$ cat config.mk
export PLATFORM = sky130hd
export DESIGN_NAME = multicycle_controller_flat
export DESIGN_NICKNAME = d
export VERILOG_FILES = /design/src/rtl/multicycle_controller_if.sv /design/src/rtl/multicycle_controller.sv /design/src/flat_wrapper.sv
export SDC_FILE = /design/constraint.sdc
export NUM_CORES = 1
export LEC_CHECK = 0
export CAP_MARGIN = 25
export CORE_MARGIN = 2
export CORE_UTILIZATION = 33
export DETAILED_ROUTE_END_ITERATION = 10
export HOLD_SLACK_MARGIN = 0.06
export PLACE_DENSITY = 0.85
export SYNTH_ARGS = -nofsm -noshare
export SYNTH_HDL_FRONTEND = slang
export SYNTH_SLANG_ARGS = --single-unit
$ cat constraint.sdc
create_clock -name clk -period 1.16 [get_ports clk]
set_clock_uncertainty 0.1 [all_clocks]
set_input_delay 0.116 -clock clk [delete_from_list [all_inputs] [get_ports clk]]
set_output_delay 0.116 -clock clk [all_outputs]
set_load 0.005 [all_outputs]
$ cat src/rtl/multicycle_controller_if.sv
// -----------------------------------------------------------------------------
// multicycle_controller_if
//
// Bundle of signals between the multicycle main controller and the RV32I
// datapath.
//
// Ports (by direction, seen from the controller):
//   inputs  : op[6:0]     instruction opcode (instr[6:0]) from the IR
//             funct3[2:0] instr[14:12]; bit 0 picks beq (0) / bne (1)
//             Zero        ALU zero flag
//   outputs : PCWrite, AdrSrc, MemWrite, IRWrite, RegWrite     strobes/selects
//             ResultSrc[1:0], ALUSrcA[1:0], ALUSrcB[1:0]       mux selects
//             ALUOp[1:0]                                       to ALU decoder
//             ImmSrc[1:0]                                      immediate format
//
// There is no valid/ready handshake on this bundle. The controller steps one
// state per clock, and every output is a level that is meaningful for the
// whole cycle in which the controller presents it.
//
// Modports:
//   master : the controller (drives strobes, reads op/funct3/Zero)
//   slave  : the datapath   (drives op/funct3/Zero, reads strobes)
// -----------------------------------------------------------------------------
interface multicycle_controller_if;
  logic [6:0] op;
  logic [2:0] funct3;
  logic       Zero;

  logic       PCWrite;
  logic       AdrSrc;
  logic       MemWrite;
  logic       IRWrite;
  logic       RegWrite;
  logic [1:0] ResultSrc;
  logic [1:0] ALUSrcA;
  logic [1:0] ALUSrcB;
  logic [1:0] ALUOp;
  logic [1:0] ImmSrc;

  modport master (
    input  op,
    input  funct3,
    input  Zero,
    output PCWrite,
    output AdrSrc,
    output MemWrite,
    output IRWrite,
    output RegWrite,
    output ResultSrc,
    output ALUSrcA,
    output ALUSrcB,
    output ALUOp,
    output ImmSrc
  );

  modport slave (
    output op,
    output funct3,
    output Zero,
    input  PCWrite,
    input  AdrSrc,
    input  MemWrite,
    input  IRWrite,
    input  RegWrite,
    input  ResultSrc,
    input  ALUSrcA,
    input  ALUSrcB,
    input  ALUOp,
    input  ImmSrc
  );
endinterface

$ cat src/rtl/multicycle_controller.sv
// -----------------------------------------------------------------------------
// multicycle_controller
//
// Moore-style main control FSM for the multicycle RV32I datapath. It walks
// each instruction through fetch, decode, execute, memory and writeback, and
// produces all datapath strobes, mux selects and the ALUOp code consumed by
// the ALU decoder.
//
// Supported: lw, sw, R-type ALU, I-type ALU, beq/bne, jal. Any other opcode
// is a NOP that returns to FETCH straight from DECODE.
//
// Ports:
//   clk     in   system clock, all state changes on the rising edge
//   reset   in   synchronous active-low reset
//   bus     --   multicycle_controller_if.master (op/funct3/Zero in,
//                strobes and selects out)
//   state_o out  current FSM state, for debug and checkers
//
// Cycles from FETCH to the next FETCH:
//   lw 5, sw 4, R 4, I 4, jal 4, beq/bne 3, unsupported 2.
// -----------------------------------------------------------------------------
module multicycle_controller #(
  parameter logic [3:0] RESET_STATE = 4'd0
) (
  input  logic                          clk,
  input  logic                          reset,
  multicycle_controller_if.master       bus,
  output logic [3:0]                    state_o
);

  // State encoding. Codes 11..15 are unused and recover to FETCH.
  localparam logic [3:0] S_FETCH    = 4'd0;
  localparam logic [3:0] S_DECODE   = 4'd1;
  localparam logic [3:0] S_MEMADR   = 4'd2;
  localparam logic [3:0] S_MEMREAD  = 4'd3;
  localparam logic [3:0] S_MEMWB    = 4'd4;
  localparam logic [3:0] S_MEMWRITE = 4'd5;
  localparam logic [3:0] S_EXECUTER = 4'd6;
  localparam logic [3:0] S_EXECUTEI = 4'd7;
  localparam logic [3:0] S_ALUWB    = 4'd8;
  localparam logic [3:0] S_BRANCH   = 4'd9;
  localparam logic [3:0] S_JAL      = 4'd10;

  // Opcodes the controller distinguishes.
  localparam logic [6:0] OP_LOAD   = 7'b0000011;
  localparam logic [6:0] OP_STORE  = 7'b0100011;
  localparam logic [6:0] OP_RTYPE  = 7'b0110011;
  localparam logic [6:0] OP_ITYPE  = 7'b0010011;
  localparam logic [6:0] OP_BRANCH = 7'b1100011;
  localparam logic [6:0] OP_JAL    = 7'b1101111;

  // Mux-select encodings, named for readability of the output table.
  localparam logic [1:0] RES_ALUOUT    = 2'b00;
  localparam logic [1:0] RES_DATA      = 2'b01;
  localparam logic [1:0] RES_ALURESULT = 2'b10;

  localparam logic [1:0] SRCA_PC    = 2'b00;
  localparam logic [1:0] SRCA_OLDPC = 2'b01;
  localparam logic [1:0] SRCA_RS1   = 2'b10;

  localparam logic [1:0] SRCB_RS2   = 2'b00;
  localparam logic [1:0] SRCB_IMM   = 2'b01;
  localparam logic [1:0] SRCB_FOUR  = 2'b10;

  localparam logic [1:0] ALUOP_ADD    = 2'b00;
  localparam logic [1:0] ALUOP_SUB    = 2'b01;
  localparam logic [1:0] ALUOP_DECODE = 2'b10;

  logic [3:0] state;
  logic [3:0] next_state;

  // While reset is held low the outputs show FETCH values, so decode the
  // outputs from this view of the state rather than from the register.
  logic [3:0] out_state;

  // Moore outputs before reset gating.
  logic       pc_update;
  logic       branch;
  logic       ir_write_m;
  logic       reg_write_m;
  logic       mem_write_m;
  logic       adr_src_m;
  logic [1:0] result_src_m;
  logic [1:0] alu_src_a_m;
  logic [1:0] alu_src_b_m;
  logic [1:0] alu_op_m;

  logic       branch_taken;

  // Only bit 0 of funct3 selects the branch sense; the upper bits are
  // deliberately ignored, so other funct3 values follow the same rule.
  logic       unused_funct3_hi;
  assign unused_funct3_hi = ^bus.funct3[2:1];

  // ---------------------------------------------------------------------------
  // State register
  // ---------------------------------------------------------------------------
  always_ff @(posedge clk) begin
    if (!reset) begin
      state <= RESET_STATE;
    end else begin
      state <= next_state;
    end
  end

  assign state_o = state;

  // ---------------------------------------------------------------------------
  // Next-state logic. op is only consulted in DECODE and MEMADR; the IR is
  // stable for the whole instruction, so MEMADR can re-read it to split
  // loads from stores.
  // ---------------------------------------------------------------------------
  always_comb begin
    next_state = S_FETCH;
    case (state)
      S_FETCH: next_state = S_DECODE;
      S_DECODE: begin
        case (bus.op)
          OP_LOAD,
          OP_STORE:  next_state = S_MEMADR;
          OP_RTYPE:  next_state = S_EXECUTER;
          OP_ITYPE:  next_state = S_EXECUTEI;
          OP_BRANCH: next_state = S_BRANCH;
          OP_JAL:    next_state = S_JAL;
          default:   next_state = S_FETCH;
        endcase
      end
      S_MEMADR:   next_state = (bus.op == OP_LOAD) ? S_MEMREAD : S_MEMWRITE;
      S_MEMREAD:  next_state = S_MEMWB;
      S_MEMWB:    next_state = S_FETCH;
      S_MEMWRITE: next_state = S_FETCH;
      S_EXECUTER: next_state = S_ALUWB;
      S_EXECUTEI: next_state = S_ALUWB;
      S_ALUWB:    next_state = S_FETCH;
      S_BRANCH:   next_state = S_FETCH;
      S_JAL:      next_state = S_ALUWB;
      default:    next_state = S_FETCH;
    endcase
  end

  // ---------------------------------------------------------------------------
  // Moore output table. Anything not set in a state stays 0, which also
  // covers the illegal codes.
  // ---------------------------------------------------------------------------
  assign out_state = reset ? state : S_FETCH;

  always_comb begin
    pc_update    = 1'b0;
    branch       = 1'b0;
    ir_write_m   = 1'b0;
    reg_write_m  = 1'b0;
    mem_write_m  = 1'b0;
    adr_src_m    = 1'b0;
    result_src_m = 2'b00;
    alu_src_a_m  = 2'b00;
    alu_src_b_m  = 2'b00;
    alu_op_m     = 2'b00;
    case (out_state)
      S_FETCH: begin
        // Read instruction at PC, and compute PC + 4 straight into PC.
        ir_write_m   = 1'b1;
        pc_update    = 1'b1;
        adr_src_m    = 1'b0;
        alu_src_a_m  = SRCA_PC;
        alu_src_b_m  = SRCB_FOUR;
        alu_op_m     = ALUOP_ADD;
        result_src_m = RES_ALURESULT;
      end
      S_DECODE: begin
        // Speculatively form OldPC + imm so BRANCH finds the target in ALUOut.
        alu_src_a_m  = SRCA_OLDPC;
        alu_src_b_m  = SRCB_IMM;
        alu_op_m     = ALUOP_ADD;
      end
      S_MEMADR: begin
        alu_src_a_m  = SRCA_RS1;
        alu_src_b_m  = SRCB_IMM;
        alu_op_m     = ALUOP_ADD;
      end
      S_MEMREAD: begin
        adr_src_m    = 1'b1;
        result_src_m = RES_ALUOUT;
      end
      S_MEMWB: begin
        result_src_m = RES_DATA;
        reg_write_m  = 1'b1;
      end
      S_MEMWRITE: begin
        adr_src_m    = 1'b1;
        result_src_m = RES_ALUOUT;
        mem_write_m  = 1'b1;
      end
      S_EXECUTER: begin
        alu_src_a_m  = SRCA_RS1;
        alu_src_b_m  = SRCB_RS2;
        alu_op_m     = ALUOP_DECODE;
      end
      S_EXECUTEI: begin
        alu_src_a_m  = SRCA_RS1;
        alu_src_b_m  = SRCB_IMM;
        alu_op_m     = ALUOP_DECODE;
      end
      S_ALUWB: begin
        result_src_m = RES_ALUOUT;
        reg_write_m  = 1'b1;
      end
      S_BRANCH: begin
        // Compare rs1 - rs2 while ALUOut still holds the target from DECODE.
        alu_src_a_m  = SRCA_RS1;
        alu_src_b_m  = SRCB_RS2;
        alu_op_m     = ALUOP_SUB;
        result_src_m = RES_ALUOUT;
        branch       = 1'b1;
      end
      S_JAL: begin
        // PC takes the jump target (ALUOut from DECODE); OldPC + 4 is
        // computed for the link register written in ALUWB.
        alu_src_a_m  = SRCA_OLDPC;
        alu_src_b_m  = SRCB_FOUR;
        alu_op_m     = ALUOP_ADD;
        result_src_m = RES_ALUOUT;
        pc_update    = 1'b1;
      end
      default: begin
        pc_update    = 1'b0;
      end
    endcase
  end

  // beq takes the branch on Zero, bne on !Zero.
  assign branch_taken = bus.Zero ^ bus.funct3[0];

  // Write strobes are held off for as long as reset is asserted.
  assign bus.PCWrite   = reset & (pc_update | (branch & branch_taken));
  assign bus.IRWrite   = reset & ir_write_m;
  assign bus.MemWrite  = reset & mem_write_m;
  assign bus.RegWrite  = reset & reg_write_m;

  assign bus.AdrSrc    = adr_src_m;
  assign bus.ResultSrc = result_src_m;
  assign bus.ALUSrcA   = alu_src_a_m;
  assign bus.ALUSrcB   = alu_src_b_m;
  assign bus.ALUOp     = alu_op_m;

  // ---------------------------------------------------------------------------
  // Immediate format follows the opcode alone, independent of state.
  // ---------------------------------------------------------------------------
  always_comb begin
    case (bus.op)
      OP_STORE:  bus.ImmSrc = 2'b01;
      OP_BRANCH: bus.ImmSrc = 2'b10;
      OP_JAL:    bus.ImmSrc = 2'b11;
      default:   bus.ImmSrc = 2'b00;
    endcase
  end

endmodule

$ cat src/flat_wrapper.sv
// flat-port wrapper written by rule: the top's interface ports become plain ports
module multicycle_controller_flat 
#(
  parameter logic [3:0] RESET_STATE = 4'd0
)
  (clk, reset, state_o, bus_op, bus_funct3, bus_Zero, bus_PCWrite, bus_AdrSrc, bus_MemWrite, bus_IRWrite, bus_RegWrite, bus_ResultSrc, bus_ALUSrcA, bus_ALUSrcB, bus_ALUOp, bus_ImmSrc);
  multicycle_controller_if bus_i ();
  input  logic clk;
  input  logic reset;
  output logic [3:0] state_o;
  input wire logic [$bits(bus_i.op)-1:0] bus_op;
  input wire logic [$bits(bus_i.funct3)-1:0] bus_funct3;
  input wire logic [$bits(bus_i.Zero)-1:0] bus_Zero;
  output wire logic [$bits(bus_i.PCWrite)-1:0] bus_PCWrite;
  output wire logic [$bits(bus_i.AdrSrc)-1:0] bus_AdrSrc;
  output wire logic [$bits(bus_i.MemWrite)-1:0] bus_MemWrite;
  output wire logic [$bits(bus_i.IRWrite)-1:0] bus_IRWrite;
  output wire logic [$bits(bus_i.RegWrite)-1:0] bus_RegWrite;
  output wire logic [$bits(bus_i.ResultSrc)-1:0] bus_ResultSrc;
  output wire logic [$bits(bus_i.ALUSrcA)-1:0] bus_ALUSrcA;
  output wire logic [$bits(bus_i.ALUSrcB)-1:0] bus_ALUSrcB;
  output wire logic [$bits(bus_i.ALUOp)-1:0] bus_ALUOp;
  output wire logic [$bits(bus_i.ImmSrc)-1:0] bus_ImmSrc;
  assign bus_i.op = bus_op;
  assign bus_i.funct3 = bus_funct3;
  assign bus_i.Zero = bus_Zero;
  assign bus_PCWrite = bus_i.PCWrite;
  assign bus_AdrSrc = bus_i.AdrSrc;
  assign bus_MemWrite = bus_i.MemWrite;
  assign bus_IRWrite = bus_i.IRWrite;
  assign bus_RegWrite = bus_i.RegWrite;
  assign bus_ResultSrc = bus_i.ResultSrc;
  assign bus_ALUSrcA = bus_i.ALUSrcA;
  assign bus_ALUSrcB = bus_i.ALUSrcB;
  assign bus_ALUOp = bus_i.ALUOp;
  assign bus_ImmSrc = bus_i.ImmSrc;
  multicycle_controller #(.RESET_STATE(RESET_STATE)) u_core (.clk(clk), .reset(reset), .bus(bus_i), .state_o(state_o));
endmodule
==> results.txt, run 1 <==
- Status: complete, but fails checks
- Failing checks: negative setup slack
- Leak: 0.636 nW
- Total number of yosys warnings: 0
- Arrival time of data at the critical path endpoint: 1340 ps
* Switching Power: 0.177 mW
- The min-delay analysis places its worst path in the category in2reg.
- Post-route ant nets: 0
* Iteration count of the initial detailed-routing pass: 4
- The setup path with the least slack is of type reg2out.
- Avg WL per Cell: 15.7 um
* Final setup fails: 19
- Switching Fraction: 30.6%
- In this run, placement finished with an instance count of 129.
- Post-Syn Nets: 83
- Counting along the longest clock path gives a buffer depth of 2.
- Post-placement cell area: 977 sq um
* Number of placed I/O pins: 32
- Cell types with the largest area share after synthesis: sky130_fd_sc_hd__dfxtp_1 (15%), sky130_fd_sc_hd__nand2_1 (4.9%), sky130_fd_sc_hd__nor2_1 (4.9%)
- At the end of the flow the core is filled with cells to 81.9%.
- At the pin with the least slew margin, the transition time is 369 ps.
- Per-instance average area after synthesis: 7.67 sq um
* Y dimension of the die: 44.3 um
- In this run the tightest slew margin relative to its limit is 75.1%.
- The first global-routing pass estimated 3960 um of wire.
- Unrepaired setup endpoints after global routing: yes
- Insertion delay of the later-clocked pin in the worst-skew pair: 240 ps
- Power share of the clock group: 30.8%
* Power Dens Cells: 463 mW/mm^2
- Via density per instance: 5.34
- Root Buffer: sky130_fd_sc_hd__clkbuf_4
- At the worst endpoint, the required time is 940 ps.
- Buffers inserted during clock tree synthesis total 3.
- Hold repair after CTS inserted 0 buffers.
* Tcrit/Tclk final: 134%
- Total Power: 0.579 mW
- Port buffering added 29 buffers.
- Sequential elements use 14.9% of the synthesized area.
- Summing all non-filler instances in the final layout gives an area of 0.00125 sq mm.
- Hold violation total from the final report: 0
- After detailed routing, the total wire length is 2350 um.
- Effective utilization at floorplan: 35.2%
- Number of flip-flops under the largest register name: 4
- The count of pins over their slew limit is 0.
* Worst voltage drop across the vdd grid: 0.000493 V
- Global routing finished with a remaining overflow of 0.
* Gp weighted congestion: 0.766
- Cell count after synthesis: 70
* Number of clock sinks seen by CTS: 4
- Synthesized area: 537 sq um
- The finished layout holds 149 standard cells, fillers aside.
- CP Launch Type: flip-flop
- In this run the number of H-tree levels came out at 1.
- Drt first-iter violations: 16
- After layout, the minimum clock period comes to 1560 ps.
* Combinational fraction of design power: 45.2%
* Total of flip-flops plus latches after synthesis: 4
- Final setup slack of the worst path: -400 ps
- STA classifies the critical path endpoint as an output pin.
* Clock-pin slew of the registers on the worst-case setup and hold paths: 40 ps
- Maximum fanout count along the critical path: 7
- Number of distinct standard cells referenced by the synthesized netlist: 34
- The final route contains 796 vias.
* Internal: 0.402 mW
* Chip Width: 44.3 um
* Cell taking the most area after synthesis: sky130_fd_sc_hd__dfxtp_1
* Core region area: 0.00152 sq mm
* Post-synth top area share: 14.9%
- Pre-CTS setup slack: -830 ps
* Antenna violations before repair: 0
- Pin count of the biggest net entering global routing: 8
- The die covers 0.00197 sq mm.
* Row cnt: 14
- Fill cells: 96
* CTS tree: done
* Antenna Cells: 0
- Sequential cells account for 23.9% of the total power.
* Fraction of final layout cells sized beyond drive strength 1: 66.2%
- Detailed placement finished with a half-perimeter wire length of 1300 um.
- For this run, the top clock speed supported by timing is 641 MHz.
- Number of global-route vias before repair: 847
* Overall track demand over capacity in global routing: 27.5%
- The area growth from synthesis to layout is 133%.
- In the routed design, unresolved DRC markers number 0.
* Fin nets: 148
- Maximum capacitance violations: 0
-- stage by stage --
step / hold slack [ps] / TNS [ps]
2_1_floorplan: 172 / -105
3_3_place_gp: 581 / -11300
3_5_place_dp: 589 / -11780
4_1_cts: 250 / -5180
5_1_grt: 176 / -6170
6_report: 180 / -5230
-- worst paths after layout --
path,startpoint,to,slack [ps],cells after the start
setup / recovery,u_core.state_o[3]$_SDFF_PN0_,bus_ALUSrcB[0],-400,6
hold / removal,bus_op[4],u_core.state_o[2]$_SDFF_PN0_,180,3
setup reg to reg,u_core.state_o[3]$_SDFF_PN0_,u_core.state_o[3]$_SDFF_PN0_,-250,4
hold reg to reg,u_core.state_o[3]$_SDFF_PN0_,u_core.state_o[1]$_SDFF_PN0_,580,3
-- cells in the final DEF (no fill, tap or decap), types with 3 or more instances in the layout --
cell type,netlist,layout
sky130_fd_sc_hd__and3_4,0,4
sky130_fd_sc_hd__and3b_1,3,3
sky130_fd_sc_hd__nor2b_4,0,3
sky130_fd_sc_hd__buf_6,0,15
sky130_fd_sc_hd__nand2_1,7,6
sky130_fd_sc_hd__dfxtp_4,0,4
sky130_fd_sc_hd__dlygate4sd2_1,0,5
sky130_fd_sc_hd__buf_4,3,24
sky130_fd_sc_hd__clkbuf_2,0,3
sky130_fd_sc_hd__buf_2,3,9
sky130_fd_sc_hd__nor2_1,7,3
sky130_fd_sc_hd__clkbuf_4,0,3
-- layout make-up --
class | instances | area [sq um] | share of cell area [%]
tap | 16 | 20.0 | 1.60
clock buffer | 3 | 22.5 | 1.80
timing repair buffer | 66 | 578 | 46.3
multi-input combinational | 60 | 533 | 42.7
sequential | 4 | 95.1 | 7.62
-- layer usage --
layer	up-vias	GRT usage, %	share of wire (%)
met2	30	55.0	54
met1	380	27.8	39
li1	382	-	-
met3	4	7.35	5.0
met5	-	0	0
met4	0	5.45	1.3
-- cell families after synthesis --
group | Yosys count | share of synthesized area (%)
AOI/OAI and AO/OA | 13 | 19.6
xor gates and xnor gates | 5 | 8.16
buffers and inverters | 6 | 6.99
DFF | 4 | 14.9
muxes | 1 | 2.10
and+or+nand+nor | 41 | 48.3
-- cells in the mapped netlist --
cell type,instances
sky130_fd_sc_hd__xor2_1,2
sky130_fd_sc_hd__nor4_2,1
sky130_fd_sc_hd__o211ai_1,1
sky130_fd_sc_hd__a21o_1,1
sky130_fd_sc_hd__o211a_1,1
sky130_fd_sc_hd__nand4_1,1
sky130_fd_sc_hd__and3_2,1
sky130_fd_sc_hd__and2b_1,1
sky130_fd_sc_hd__and3_1,4
sky130_fd_sc_hd__nand4b_1,1
sky130_fd_sc_hd__nor4b_1,1
sky130_fd_sc_hd__and4b_1,1
sky130_fd_sc_hd__a21oi_1,2
sky130_fd_sc_hd__nor3b_1,3
sky130_fd_sc_hd__or3b_4,1
sky130_fd_sc_hd__a32o_1,1
sky130_fd_sc_hd__o21a_1,2
sky130_fd_sc_hd__a221oi_2,1
sky130_fd_sc_hd__and2_1,1
sky130_fd_sc_hd__nand2_1,7
sky130_fd_sc_hd__o41ai_1,1
sky130_fd_sc_hd__buf_2,3
sky130_fd_sc_hd__dfxtp_1,4
sky130_fd_sc_hd__nor2b_1,4
sky130_fd_sc_hd__nor2_1,7
sky130_fd_sc_hd__mux2_2,1
sky130_fd_sc_hd__nor3_1,3
sky130_fd_sc_hd__xnor2_1,3
sky130_fd_sc_hd__a21boi_1,1
sky130_fd_sc_hd__and3b_1,3
sky130_fd_sc_hd__o22ai_1,1
sky130_fd_sc_hd__nand2b_4,1
sky130_fd_sc_hd__a21boi_0,1
sky130_fd_sc_hd__buf_4,3
-- critical path, cell delays in order (launching register included) --
cell and delay, ps:
sky130_fd_sc_hd__dfxtp_4 350, sky130_fd_sc_hd__buf_12 130, sky130_fd_sc_hd__buf_6 110, sky130_fd_sc_hd__nor2b_4 120, sky130_fd_sc_hd__buf_6 120, sky130_fd_sc_hd__nor2b_4 140
sky130_fd_sc_hd__buf_2 120
-- timing repair --
action                                 4_1_cts  5_1_grt
resized for setup                          113       19
pin swaps                                   16        9
setup endpoints to repair                   23       23
endpoints found under the hold margin        0        0
buffers inserted                            16        3
-- power by group through the flow --
stage	clock network (mW)	logic [mW]	registers (mW)
floorplan	0	0.0774	0.150
detailed placement	0	0.195	0.151
global placement	0	0.189	0.151
finish	0.179	0.262	0.139
global route	0.197	0.280	0.139
CTS	0.184	0.244	0.143
(Power assumes the default switching activity.)
==> run 2, diff against run 1 <==
--- a/config.mk
+++ b/config.mk
@@ -6,11 +6,12 @@
 export NUM_CORES = 1
 export LEC_CHECK = 0
 export CAP_MARGIN = 25
-export CORE_MARGIN = 2
-export CORE_UTILIZATION = 33
+export CORE_AREA = 2 2 39 41
 export DETAILED_ROUTE_END_ITERATION = 10
+export DIE_AREA = 0 0 41 43
+export DONT_BUFFER_PORTS = 1
 export HOLD_SLACK_MARGIN = 0.06
-export PLACE_DENSITY = 0.85
+export PLACE_DENSITY = 0.67
 export SYNTH_ARGS = -nofsm -noshare
 export SYNTH_HDL_FRONTEND = slang
 export SYNTH_SLANG_ARGS = --single-unit
==> results.txt, run 2 (synthesized netlist as in run 1, its figures left out) <==
- The setup slack at placement is -74.9 ps (+755 ps).
- The aggregate routed wire length came to 1590 um (-32%).
* Worst voltage drop across the vdd grid: 0.000546 V (+11%)
- The clock latency of the later-clocked register in the worst-skew pair was 230 ps (about the same).
- The wire length of the first global-routing pass came to 2400 um (-39%).
* Arrival time of data at the critical path endpoint: 1140 ps (-200 ps)
* Core region area: 0.00138 sq mm (-9.2%)
* CTS tree: done
* Post-route cell area: 942 sq um (-25%)
- The worst setup path is launched from a flip-flop.
* Commonest non-fill, non-tap cell in the layout: sky130_fd_sc_hd__buf_6
- Crit path largest cell delay: 350 ps (about the same)
- Met1 layer wirelength in the final routing: 532 um (-42%)
- Number of placed I/O pins: 32 (unchanged)
- DRC Markers: 0 (unchanged)
- Relative area change from synthesis to final layout: 75.5%
- The setup TNS after final layout came to -2170 ps (+3060 ps).
- The initial antenna violation count is 0 (unchanged).
- Setup repair after global routing could not meet its margin everywhere.
- The largest individual stage delay along the critical path comes from the cell sky130_fd_sc_hd__dfxtp_4.
* Overall track demand over capacity in global routing: 19.4% (-8.1 points)
* Vias after detailed routing: 617 (-22%)
* Type of element capturing the critical path: output pin
- The post-route fraction of the period consumed by the critical path came to 117% (-17 points).
* Avg WL per Cell: 14.7 um (-6.7%)
- Number of buffers created by CTS: 3 (unchanged)
- The cts-stage hold buffer count is 4 (+4).
- Drt first-iter violations: 3 (-13)
- The number of clock sinks came to 4 (unchanged).
* Min cycle time layout: 1360 ps (-201 ps)
- The via-per-instance ratio came to 5.71 (+6.9%).
- The number of flip-flops in the largest register came to 4 (unchanged).
- Chip Width: 41 um (-7.5%)
- Full die area: 0.00176 sq mm (-10%)
- The fraction of final layout cells with drive strength greater than 1 is 58.7% (-7.5 points).
- The run finished, with violations left.
- Area of combinational cells with multiple inputs: 536 sq um (+0.47%)
- Top Metal Used: met3
- Placed insts: 93 (-28%)
- The count of pins over their slew limit was 0 (unchanged).
- Kind of critical path: reg2out
- Maximum buffer depth of the clock tree: 2 (unchanged)
- Maximum capacitance violations: 0 (unchanged)
- The worst slew margin relative to its limit was 78.4% (+3.3 points).
- Global-route congestion overflow total: 0 (unchanged)
- The count of buffers from port buffering is 0 (-100%).
- The post-route core utilization is 68.1% (-14 points).
* Row cnt: 14 (unchanged)
* Footprint of the flip-flops and latches: 95.1 sq um (unchanged)
* Hold violation total from the final report: 0 (unchanged)
- Achievable Freq: 736 MHz (+15%)
- In the layout the commonest cells are sky130_fd_sc_hd__buf_6 (11), sky130_fd_sc_hd__buf_4 (8), sky130_fd_sc_hd__nand2_1 (5), sky130_fd_sc_hd__and3_1 (4), sky130_fd_sc_hd__dfxtp_4 (4).
- Effective utilization at floorplan: 38.8% (+3.6 points)
- The register clock-pin slew on the reported worst setup and hold paths came to 30 ps (about the same).
* Detailed placement HPWL: 984 um (-24%)
* Fill cells: 123 (+28%)
* Pin count of the biggest net entering global routing: 11 (+3)
* Type of the tightest min-delay check: in2reg
- Number of global-route vias before repair: 608 (-28%)
- The number of endpoints failing setup at the final stage came to 17 (-2).
* Gp weighted congestion: 0.776 (+1.3%)
- The worst-case hold slack was 5.25 ps (-175 ps).
- The reported leakage power was 0.435 nW (-32%).
- Root Buffer: sky130_fd_sc_hd__clkbuf_4
- The cell area reported after detailed placement came to 647 sq um (-34%).
- The worst setup margin was -199 ps (+201 ps).
- The required time at the endpoint of the critical path is 940 ps (about the same).
* Post-route ant nets: 0 (unchanged)
- Flop2flop setup slack: -120 ps (+130 ps)
- The detailed route wirelength on metal2 is 941 um (-26%).
- Final instance count without filler cells: 108 (-28%)
* Antenna Cells: 0 (unchanged)
- Y dimension of the die: 43 um (-3.0%)
- The total number of nets in the final design came to 107 (-28%).
* Met3 layer wire length in the routed design: 113 um (-4.2%)
* Failing checks: negative setup slack
- # H-tree levels: 1 (unchanged)
* Critical path cell sequence: buf_12 -> and2b_1 -> nand4_1 -> a21boi_2
- Iteration count of the initial detailed-routing pass: 3 (-1)
- The maximum fanout along the worst path is 8 (+1).
- The total power came to 0.493 mW (-15%).
* Actual transition at the worst max-transition pin: 321 ps (-47.7 ps)
- Power Dens Cells: 523 mW/mm^2 (+13%)
run 2: cell count changes in the layout (fill, tap and decap cells not counted), sizes merged:
| cell | delta |
|---|---|
| buf | -30 |
| dlygate4sd2 | -5 |
| clkdlybuf4s15 | -4 |
| clkbuf | -3 |
| clkdlybuf4s50 | -2 |
| dlygate4sd3 | +2 |
| dlymetal6s4s | +2 |
| dlymetal6s2s | -1 |
run 2: layout make-up:
class / instances / share of cell area (%)
Timing Repair Buffer: 25 / 28.6
Sequential cell: 4 / 10.1
Tap cell: 16 / 2.12
Clock buffer: 3 / 2.39
Multi-Input combinational cell: 60 / 56.8
run 2: path summary, 6_finish.rpt:
check | start | to | cells past startpoint
worst max-delay path | u_core.state_o[1]$_SDFF_PN0_ | bus_PCWrite | 4
worst min-delay path | bus_op[5] | u_core.state_o[1]$_SDFF_PN0_ | 3
worst max register to register | u_core.state_o[2]$_SDFF_PN0_ | u_core.state_o[2]$_SDFF_PN0_ | 4
worst min register to register | u_core.state_o[1]$_SDFF_PN0_ | u_core.state_o[1]$_SDFF_PN0_ | 3
run 2: metal layers:
metal,track usage [%],vias to the layer above
li1,-,301
met1,18.4,292
met2,39.4,24
met3,2.09,0
met4,4.00,0
met5,0,-
run 2: worst max-delay path: cells and delay by family (launching register included):
kind	cells	cell delay, ps
buf+inv	1	130
flops	1	350
simple gates	2	280
compound gates	1	150
run 2: what timing repair did:
action	in CTS	in global routing
hold endpoints to repair	4	1
endpoints found under the setup margin	16	17
gates resized for setup	33	12
pin swaps	19	9
setup buffers	8	0
run 2: where the power goes:
| group | internal [mW] | total [mW] | leakage (nW) | switching, mW |
|---|---|---|---|---|
| logic | 0.110 | 0.184 | 0.386 | 0.0745 |
| registers | 0.135 | 0.142 | 0.0355 | 0.00732 |
| clock network | 0.115 | 0.167 | 0.0138 | 0.0514 |
| total | 0.359 | 0.493 | 0.435 | 0.133 |
